$ cat config.mk
export PLATFORM = sky130hd
export DESIGN_NAME = vga_timing_decoder
export DESIGN_NICKNAME = d
export VERILOG_FILES = /design/src/rtl/vga_timing_decoder.sv
export SDC_FILE = /design/constraint.sdc
export NUM_CORES = 1
export LEC_CHECK = 0
export BUFFER_PORTS_ARGS = -buffer_cell sky130_fd_sc_hd__buf_4
export CAP_MARGIN = 20
export CORE_MARGIN = 2
export CORE_UTILIZATION = 55
export CTS_CLUSTER_DIAMETER = 30
export CTS_CLUSTER_SIZE = 25
export DETAILED_ROUTE_END_ITERATION = 8
export GPL_TIMING_DRIVEN = 0
export PLACE_DENSITY = 0.79
export SLEW_MARGIN = 20
export SYNTH_ARGS = -nofsm -noshare
export SYNTH_HDL_FRONTEND = slang
export SYNTH_SLANG_ARGS = --single-unit
$ cat constraint.sdc
create_clock -name vga_clk -period 3.6 [get_ports vga_clk]
set_input_delay 0.18 -clock vga_clk [delete_from_list [all_inputs] [get_ports vga_clk]]
set_output_delay 0.18 -clock vga_clk [all_outputs]
set_load 0.02 [all_outputs]
$ cat src/rtl/vga_timing_decoder.sv
// rtl/vga_timing_decoder.sv - recovers pixel coordinates, strobes and lock from an HS/VS/blank_n stream
// Define FRAME_ADDR_EN to build the linear pix_addr counter; otherwise pix_addr is tied to 0.
module vga_timing_decoder #(
  parameter int H_ACTIVE    = 640,
  parameter int V_ACTIVE    = 480,
  parameter int LOCK_FRAMES = 2
) (
  input  logic        vga_clk,
  input  logic        reset,
  input  logic        hs,
  input  logic        vs,
  input  logic        blank_n,
  output logic        pix_valid,
  output logic [8:0]  row,
  output logic [9:0]  col,
  output logic        frame_start,
  output logic        line_end,
  output logic        locked,
  output logic        line_err,
  output logic        frame_err,
  output logic [9:0]  line_total,
  output logic [18:0] pix_addr
);

  localparam logic [1:0] ST_SEARCH = 2'd0;
  localparam logic [1:0] ST_TRAIN  = 2'd1;
  localparam logic [1:0] ST_LOCKED = 2'd2;

  localparam logic [9:0] LP_H    = 10'(H_ACTIVE);
  localparam logic [8:0] LP_V    = 9'(V_ACTIVE);
  localparam logic [3:0] LP_LOCK = 4'(LOCK_FRAMES);

  logic       r_hs1, r_hs2, r_vs1, r_vs2, r_bl1, r_bl2;
  logic [9:0] r_pc;
  logic [8:0] r_lc;
  logic [9:0] r_hc;
  logic [1:0] r_state;
  logic [3:0] r_good;
  logic       r_line_bad;
  logic       r_pix_valid, r_frame_start, r_line_end, r_line_err, r_frame_err;
  logic [8:0] r_row;
  logic [9:0] r_col;
  logic [9:0] r_line_total;

  logic       w_hs_fall, w_vs_fall, w_bl_fall;
  logic [9:0] w_pc_inc;
  logic [8:0] w_lc_incl;
  logic       w_line_err, w_frame_err, w_good_frame;
  logic [3:0] w_good_inc;

  assign w_hs_fall = r_hs2 & ~r_hs1;
  assign w_vs_fall = r_vs2 & ~r_vs1;
  assign w_bl_fall = r_bl2 & ~r_bl1;

  assign w_pc_inc  = (r_pc == 10'h3FF) ? r_pc : r_pc + 10'd1;
  // A line ending in the same cycle as vs fall still belongs to the closing frame.
  assign w_lc_incl = (w_bl_fall && r_lc != 9'h1FF) ? r_lc + 9'd1 : r_lc;

  assign w_line_err   = w_bl_fall && (r_pc != LP_H);
  assign w_frame_err  = w_vs_fall && (w_lc_incl != LP_V) && (r_state != ST_SEARCH);
  assign w_good_frame = !(r_line_bad || w_line_err) && !w_frame_err;
  assign w_good_inc   = r_good + 4'd1;

  always_ff @(posedge vga_clk) begin
    if (reset) begin
      r_hs1         <= 1'b1;
      r_hs2         <= 1'b1;
      r_vs1         <= 1'b1;
      r_vs2         <= 1'b1;
      r_bl1         <= 1'b0;
      r_bl2         <= 1'b0;
      r_pc          <= '0;
      r_lc          <= '0;
      r_hc          <= '0;
      r_state       <= ST_SEARCH;
      r_good        <= '0;
      r_line_bad    <= 1'b0;
      r_pix_valid   <= 1'b0;
      r_row         <= '0;
      r_col         <= '0;
      r_frame_start <= 1'b0;
      r_line_end    <= 1'b0;
      r_line_err    <= 1'b0;
      r_frame_err   <= 1'b0;
      r_line_total  <= '0;
    end else begin
      r_hs1 <= hs;
      r_hs2 <= r_hs1;
      r_vs1 <= vs;
      r_vs2 <= r_vs1;
      r_bl1 <= blank_n;
      r_bl2 <= r_bl1;

      if (w_bl_fall)  r_pc <= '0;
      else if (r_bl1) r_pc <= w_pc_inc;

      r_lc <= w_vs_fall ? 9'd0 : w_lc_incl;

      // An hs edge coinciding with vs fall opens the new frame's count.
      if (w_vs_fall) begin
        r_line_total <= r_hc;
        r_hc         <= {9'd0, w_hs_fall};
      end else if (w_hs_fall && r_hc != 10'h3FF) begin
        r_hc <= r_hc + 10'd1;
      end

      r_pix_valid <= r_bl1 && (r_state == ST_LOCKED);
      if (r_bl1) begin
        r_row <= r_lc;
        r_col <= r_pc;
      end
      r_frame_start <= w_vs_fall;
      r_line_end    <= w_bl_fall;
      r_line_err    <= w_line_err;
      r_frame_err   <= w_frame_err;

      if (w_vs_fall)       r_line_bad <= 1'b0;
      else if (w_line_err) r_line_bad <= 1'b1;

      case (r_state)
        ST_SEARCH: begin
          if (w_vs_fall) begin
            r_state <= ST_TRAIN;
            r_good  <= '0;
          end
        end
        ST_TRAIN: begin
          if (w_vs_fall) begin
            if (w_good_frame) begin
              r_good <= w_good_inc;
              if (w_good_inc == LP_LOCK) r_state <= ST_LOCKED;
            end else begin
              r_good <= '0;
            end
          end
        end
        ST_LOCKED: begin
          // Reacts to the registered error pulses, so locked drops one cycle after them.
          if (r_line_err || r_frame_err) begin
            r_state <= ST_TRAIN;
            r_good  <= '0;
          end
        end
        default: r_state <= ST_SEARCH;
      endcase
    end
  end

  assign pix_valid   = r_pix_valid;
  assign row         = r_row;
  assign col         = r_col;
  assign frame_start = r_frame_start;
  assign line_end    = r_line_end;
  assign locked      = (r_state == ST_LOCKED);
  assign line_err    = r_line_err;
  assign frame_err   = r_frame_err;
  assign line_total  = r_line_total;

`ifdef FRAME_ADDR_EN
  logic [18:0] r_pix_addr;

  always_ff @(posedge vga_clk) begin
    if (reset)            r_pix_addr <= '0;
    else if (w_vs_fall)   r_pix_addr <= '0;
    else if (r_pix_valid) r_pix_addr <= r_pix_addr + 19'd1;
  end

  assign pix_addr = r_pix_addr;
`else
  assign pix_addr = '0;
`endif

endmodule

==> results of run 1 <==
==> cells by family after synthesis <==
logic type | synth area share (%)
buffers and inverters | 7.50
AOI/OAI and AO/OA | 9.09
other | 0.111
adders and majority gates | 2.60
and+or+nand+nor | 23.9
DFF | 45.1
xor gates and xnor gates | 5.19
muxes | 6.53
==> cell usage after synthesis (4+ instances only) <==
library cell / n
a211oi_1: 4
a21oi_1: 18
and2_1: 4
and3_1: 4
and4_1: 6
buf_4: 20
clkbuf_1: 11
dfxtp_1: 76
ha_1: 7
inv_1: 10
mux2i_1: 22
nand2_1: 42
nand3_1: 6
nand4_1: 8
nor2_1: 55
nor2b_1: 4
nor3_1: 7
o21ai_0: 5
or2_2: 4
xnor2_1: 9
xor2_1: 11
==> flip-flops by register name (all words and copies together), names as in the netlist, 2 cells and up <==
name / cells
col: 10
line_total: 10
r_hc: 10
r_pc: 10
r_lc: 9
row: 9
r_good: 4
r_state: 2
==> worst max-delay path by stage <==
stage,from,to
floorplan,r_lc[3],r_good[3]
detailed placement,r_lc[3],r_good[3]
global placement,r_lc[3],r_good[3]
CTS,r_lc[3],r_good[3]
global route,r_lc[3],r_good[3]
finish,r_lc[3],r_good[3]
==> power breakdown <==
group | total [W] | internal, W | switching, W
sequential | 0.000857 | 0.000849 | 0.00000723
combinational | 0.000110 | 0.0000415 | 0.0000680
clock | 0.000618 | 0.000325 | 0.000293
==> metal layers <==
metal	GRT usage, %	vias to the layer above
met5	0	-
met4	9.83	0
met3	6.20	11
met2	36.3	56
met1	26.8	1297
li1	-	1380
==> per-stage QoR <==
step / instances / utilization [%]
global route: 521 / 67.6
detailed placement: 508 / 64.6
finish: 521 / 67.6
global placement: 508 / 64.6
CTS: 521 / 67.6
floorplan: 394 / -
==> final cells by class <==
| type | count | share of cell area (%) |
|---|---|---|
| Multi-Input combinational cell | 273 | 41.6 |
| Sequential cell | 76 | 38.0 |
| Timing Repair Buffer | 39 | 7.31 |
| Buffer | 35 | 5.37 |
| Clock buffer | 10 | 3.44 |
| Tap cell | 75 | 2.34 |
| Clock inverter | 3 | 1.00 |
| Inverter | 10 | 0.938 |
==> cells in the final DEF (no fill, tap or decap), types with 11 or more instances in the layout <==
| master | netlist | final |
|---|---|---|
| a21oi_1 | 18 | 18 |
| buf_4 | 20 | 59 |
| clkbuf_1 | 11 | 11 |
| conb_1 | 1 | 19 |
| dfxtp_1 | 76 | 76 |
| mux2i_1 | 22 | 22 |
| nand2_1 | 42 | 42 |
| nor2_1 | 55 | 55 |
| xor2_1 | 11 | 11 |
==> worst max-delay path: stages (launching register included) <==
cell      delay (ns)
dfxtp_1         0.31
clkbuf_1        0.28
and4_1          0.33
and2_1          0.17
and3_1          0.16
ha_1            0.20
nor3b_4         0.10
a2111o_1        0.41
a211oi_1        0.47
nand4_4         0.19
nor4bb_1        0.31
a311o_1         0.15
==> flow_summary.ini, run 1 <==
[cts]
cts.repair.resized = 0
cts_buffer_depth = 2
postCtsHoldBufs = 0
cts_max_level = 3
clk_latency_ns = 0.35
root_buffer = clkbuf_8
cts_tree = yes
cts_setup_buffers = 0
path_clk_slew_ns = 0.07
cts_buffers = 9
cts_sinks = 76

[drt]
first_pass_iters = 4
top_layer = met4
vias = 2744
met3WireLength_um = 339
routedLengthMet1_um = 2990
dr.first_iter.drc_count = 191
drc_errors = 0
wl_per_cell_um = 13.2
postRouteAntennaNets = 0
drt_wl_total_um = 6880
dr_wl_met2_um = 3440
vias_per_cell = 5.27

[global_routing]
grt_pass1_wl_um = 11300
grt_pass1_vias = 2433
grt.total_usage_pct = 22.1
grt_max_degree = 12
antenna_found_initial = 0
grt_overflow = 0

[timing]
slew_viol_final = 0
slew_headroom_pct = 53.5
fin_setup_tns_ns = 0
finalHoldViolations = 0
period_share_pct = 87.4
setup_viol = 0
rsz0062_at_grt = false
fin_skew_ns = 0.00939
tightest_slew_ns = 0.697
min_period_ns = 3.15
fmax_ghz = 0.318
hold_ws_ns = 0.0172
worst_slack_ns = 0.453

[place]
dp_hpwl_um = 5060
io_buffers = 39
pre_cts_slack_ns = 0.489
placed_cell_area_sq_mm = 0.00383
place_congestion = 0.799

[die]
die_h_um = 82.3
rows = 28
core_sq_mm = 0.00592
fp.dieW_um = 82.3
io_pins = 59
die-area_sq_mm = 0.00677
start_util_pct = 57.0

[worst_setup_path]
rr_endpoint = r_good[3]
cp.arrival_ns = 3.44
r2r-start = r_lc[3]
reg2reg_setup_slack_ns = 0.45
r2r_cells = 11
startpoint_type = flip-flop
crit_required_ns = 3.90
end_kind = flip-flop
cp_max_fo = 10
critical_path_class = flip-flop to flip-flop

[finish]
regArea_sq_mm = 0.00152
multiInputGateArea_sq_mm = 0.00167
final_area_sq_mm = 0.00400
syn2layout_area_growth_pct = 18.7
drive_gt1_share_pct = 18.4
nNetsFinal = 456
fill_cells = 486
n_antenna_cell = 0

[hold_path]
hold_depth = 2
min_to = r_hs1
hp-class = input port to flip-flop
hp-start = hs

[run_status]
status = completed

[power_and_ir_drop]
p_leak_nw = 1.64
p_total_w = 0.00158
power_density_mw_per_mm2 = 396
max-vdd-ir-drop_uv = 255

[yosys]
synth.yosys.seq_area_share_pct = 45.1
yosys-top-cells-area = dfxtp_1 45%, mux2i_1 6.5%, nor2_1 6.1%
syn_area_sq_mm = 0.00337
synth_edf_count = 0
yosys_register_bits = 76
syn_inst = 376
synth_top_cell_by_area = dfxtp_1
avgSynthCellArea_sq_um = 8.97
synthArstFlopShare_pct = 0
synth_cell_types = 48
synth_ff_type = dfxtp_1
ys_warn_count = 0
yosysTopAreaCellShare_pct = 45.1

[run]
cap_violations = 0
No activity file was read; power rests on OpenSTA's default activity.
==> run 2: changes to the inputs <==
--- a/config.mk
+++ b/config.mk
@@ -5,6 +5,7 @@
 export SDC_FILE = /design/constraint.sdc
 export NUM_CORES = 1
 export LEC_CHECK = 0
+export ABC_CLOCK_PERIOD_IN_PS = 3600
 export BUFFER_PORTS_ARGS = -buffer_cell sky130_fd_sc_hd__buf_4
 export CAP_MARGIN = 20
 export CORE_MARGIN = 2
@@ -14,6 +15,7 @@
 export DETAILED_ROUTE_END_ITERATION = 8
 export GPL_TIMING_DRIVEN = 0
 export PLACE_DENSITY = 0.79
+export REMOVE_ABC_BUFFERS = 1
 export SLEW_MARGIN = 20
 export SYNTH_ARGS = -nofsm -noshare
 export SYNTH_HDL_FRONTEND = slang
==> run 2 against run 1 <==
Against the previous run:
- die area unchanged
- clock power up 13%
- maximum frequency down 0.42%
- via count down 5.7%
- worst hold slack better by 0.00090 ns
- core utilization down 2.8 points
- global-route usage down 1.5 points
- critical path depth down 1
- combinational power down 28%
==> flow_summary.ini, run 2 (synthesis results as in run 1) <==
[run_status]
status = completed

[global_routing]
grt.total_usage_pct = 20.6
grt_pass1_vias = 2383
grt_overflow = 0
grt_max_degree = 49
grt_pass1_wl_um = 10700
antenna_found_initial = 0

[finish]
syn2layout_area_growth_pct = 13.8
drive_gt1_share_pct = 15.4
multiInputGateArea_sq_mm = 0.00167
regArea_sq_mm = 0.00152
final_cell_mix = 75 x dfxtp_1, 55 x nor2_1, 42 x nand2_1, 39 x buf_4, 22 x mux2i_1
fill_cells = 500
fin_cells = 490
utilization_pct = 64.8
final_common_cell = dfxtp_1
n_antenna_cell = 0
nNetsFinal = 422

[die]
start_util_pct = 57.0
io_pins = 59
die-area_sq_mm = 0.00677
core_sq_mm = 0.00592
rows = 28
die_h_um = 82.3
fp.dieW_um = 82.3

[power_and_ir_drop]
p_leak_nw = 1.52
swShare_pct = 23.3
p_total_w = 0.00164
max-vdd-ir-drop_uv = 289
clockPowerShare_pct = 42.6
p_switching_w = 0.000384
p_int_w = 0.00126
power_density_mw_per_mm2 = 429
p_comb_share_pct = 4.8
p_seq_share_pct = 52.5

[timing]
fmax_ghz = 0.316
fin_skew_ns = 0.00646
tightest_slew_ns = 0.958
setup_viol = 0
period_share_pct = 87.8
min_period_ns = 3.16
hold_ws_ns = 0.0181
fin_setup_tns_ns = 0
slew_headroom_pct = 36.0
slew_viol_final = 0
finalHoldViolations = 0
rsz0062_at_grt = false

[cts]
cts_tree = yes
cts_buffer_depth = 2
cts_max_level = 3
cts_buffers = 9
clk_latency_ns = 0.35
cts_setup_buffers = 0
path_clk_slew_ns = 0.08
cts_sinks = 76
root_buffer = clkbuf_8

[worst_setup_path]
critical_path_class = flip-flop to flip-flop
cpPeakStageDelay_ns = 0.55
crit_required_ns = 3.89
cp_common_cell = ha_1
cp.arrival_ns = 3.45
slowest_stage = or4b_4
startpoint_type = flip-flop
cp_max_fo = 9
crit_chain = ha_1 -> and2_1 -> and3_1 -> ha_1 -> or3b_1 -> or4b_4 -> nand3_2 -> nand4_4 -> nor4bb_1 -> a311o_1
end_kind = flip-flop

[drt]
dr.first_iter.drc_count = 87
drt_wl_total_um = 6350
drc_errors = 0
postRouteAntennaNets = 0
vias_per_cell = 5.28
wl_per_cell_um = 13.0
vias = 2588
first_pass_iters = 4

[place]
place_congestion = 0.783
dpl.cell_count = 473
io_buffers = 39
dp_hpwl_um = 4300

[hold_path]
hp-class = input port to flip-flop

[run]
cap_violations = 0
-- run 2: area by class of cell --
type                       count  share of cell area, %
sequential                    76                   39.7
clock buffer                   9                   3.23
inverter                      10                  0.978
multi-input combinational    273                   43.4
tap                           75                   2.45
clock inverter                 7                   2.38
timing repair buffer          40                   7.89
-- run 2: metrics by stage --
step           worst slack [ns]  cell area (sq um)
2_1_floorplan             0.783               3220
3_3_place_gp              0.481               3610
3_5_place_dp              0.484               3610
4_1_cts                   0.442               3840
5_1_grt                   0.209               3840
6_report                  0.440               3840
-- run 2: routing by layer --
layer	track usage (%)	part of all wire (%)	up-vias
li1	-	-	1316
met1	27.2	48	1207
met2	31.9	46	56
met3	5.33	5.0	9
met4	8.67	1.1	0
met5	0	0	-
-- run 2: final timing paths --
path | startpoint | endpoint | slack (ns) | cells after the start
setup / recovery | r_lc[0] | r_good[3] | 0.44 | 10
hold / removal | vs | r_vs1 | 0.02 | 2
setup reg to reg | r_lc[0] | r_good[3] | 0.44 | 10
hold reg to reg | r_hs1 | r_hs2 | 0.42 | 1
-- run 2: critical path: cells and delay by family (launching register included) --
kind                       cells  cell delay (ns)
AOI/OAI and AO/OA              1             0.16
adders and majority gates      2             0.54
DFF                            1             0.41
and+or+nand+nor                7             1.99
-- run 2: timing repair --
action | CTS | global route
hold buffers | 1 | 0
resized for setup | 0 | 0
endpoints found under the hold margin | 1 | 0
-- run 2: power by group through the flow --
stage / registers [W] / clock network [W] / logic (W)
2_1_floorplan: 0.000882 / 0 / 0.0000532
3_3_place_gp: 0.000883 / 0 / 0.0000770
3_5_place_dp: 0.000884 / 0 / 0.0000784
4_1_cts: 0.000864 / 0.000717 / 0.0000794
5_1_grt: 0.000866 / 0.000750 / 0.0000884
6_report: 0.000864 / 0.000701 / 0.0000790
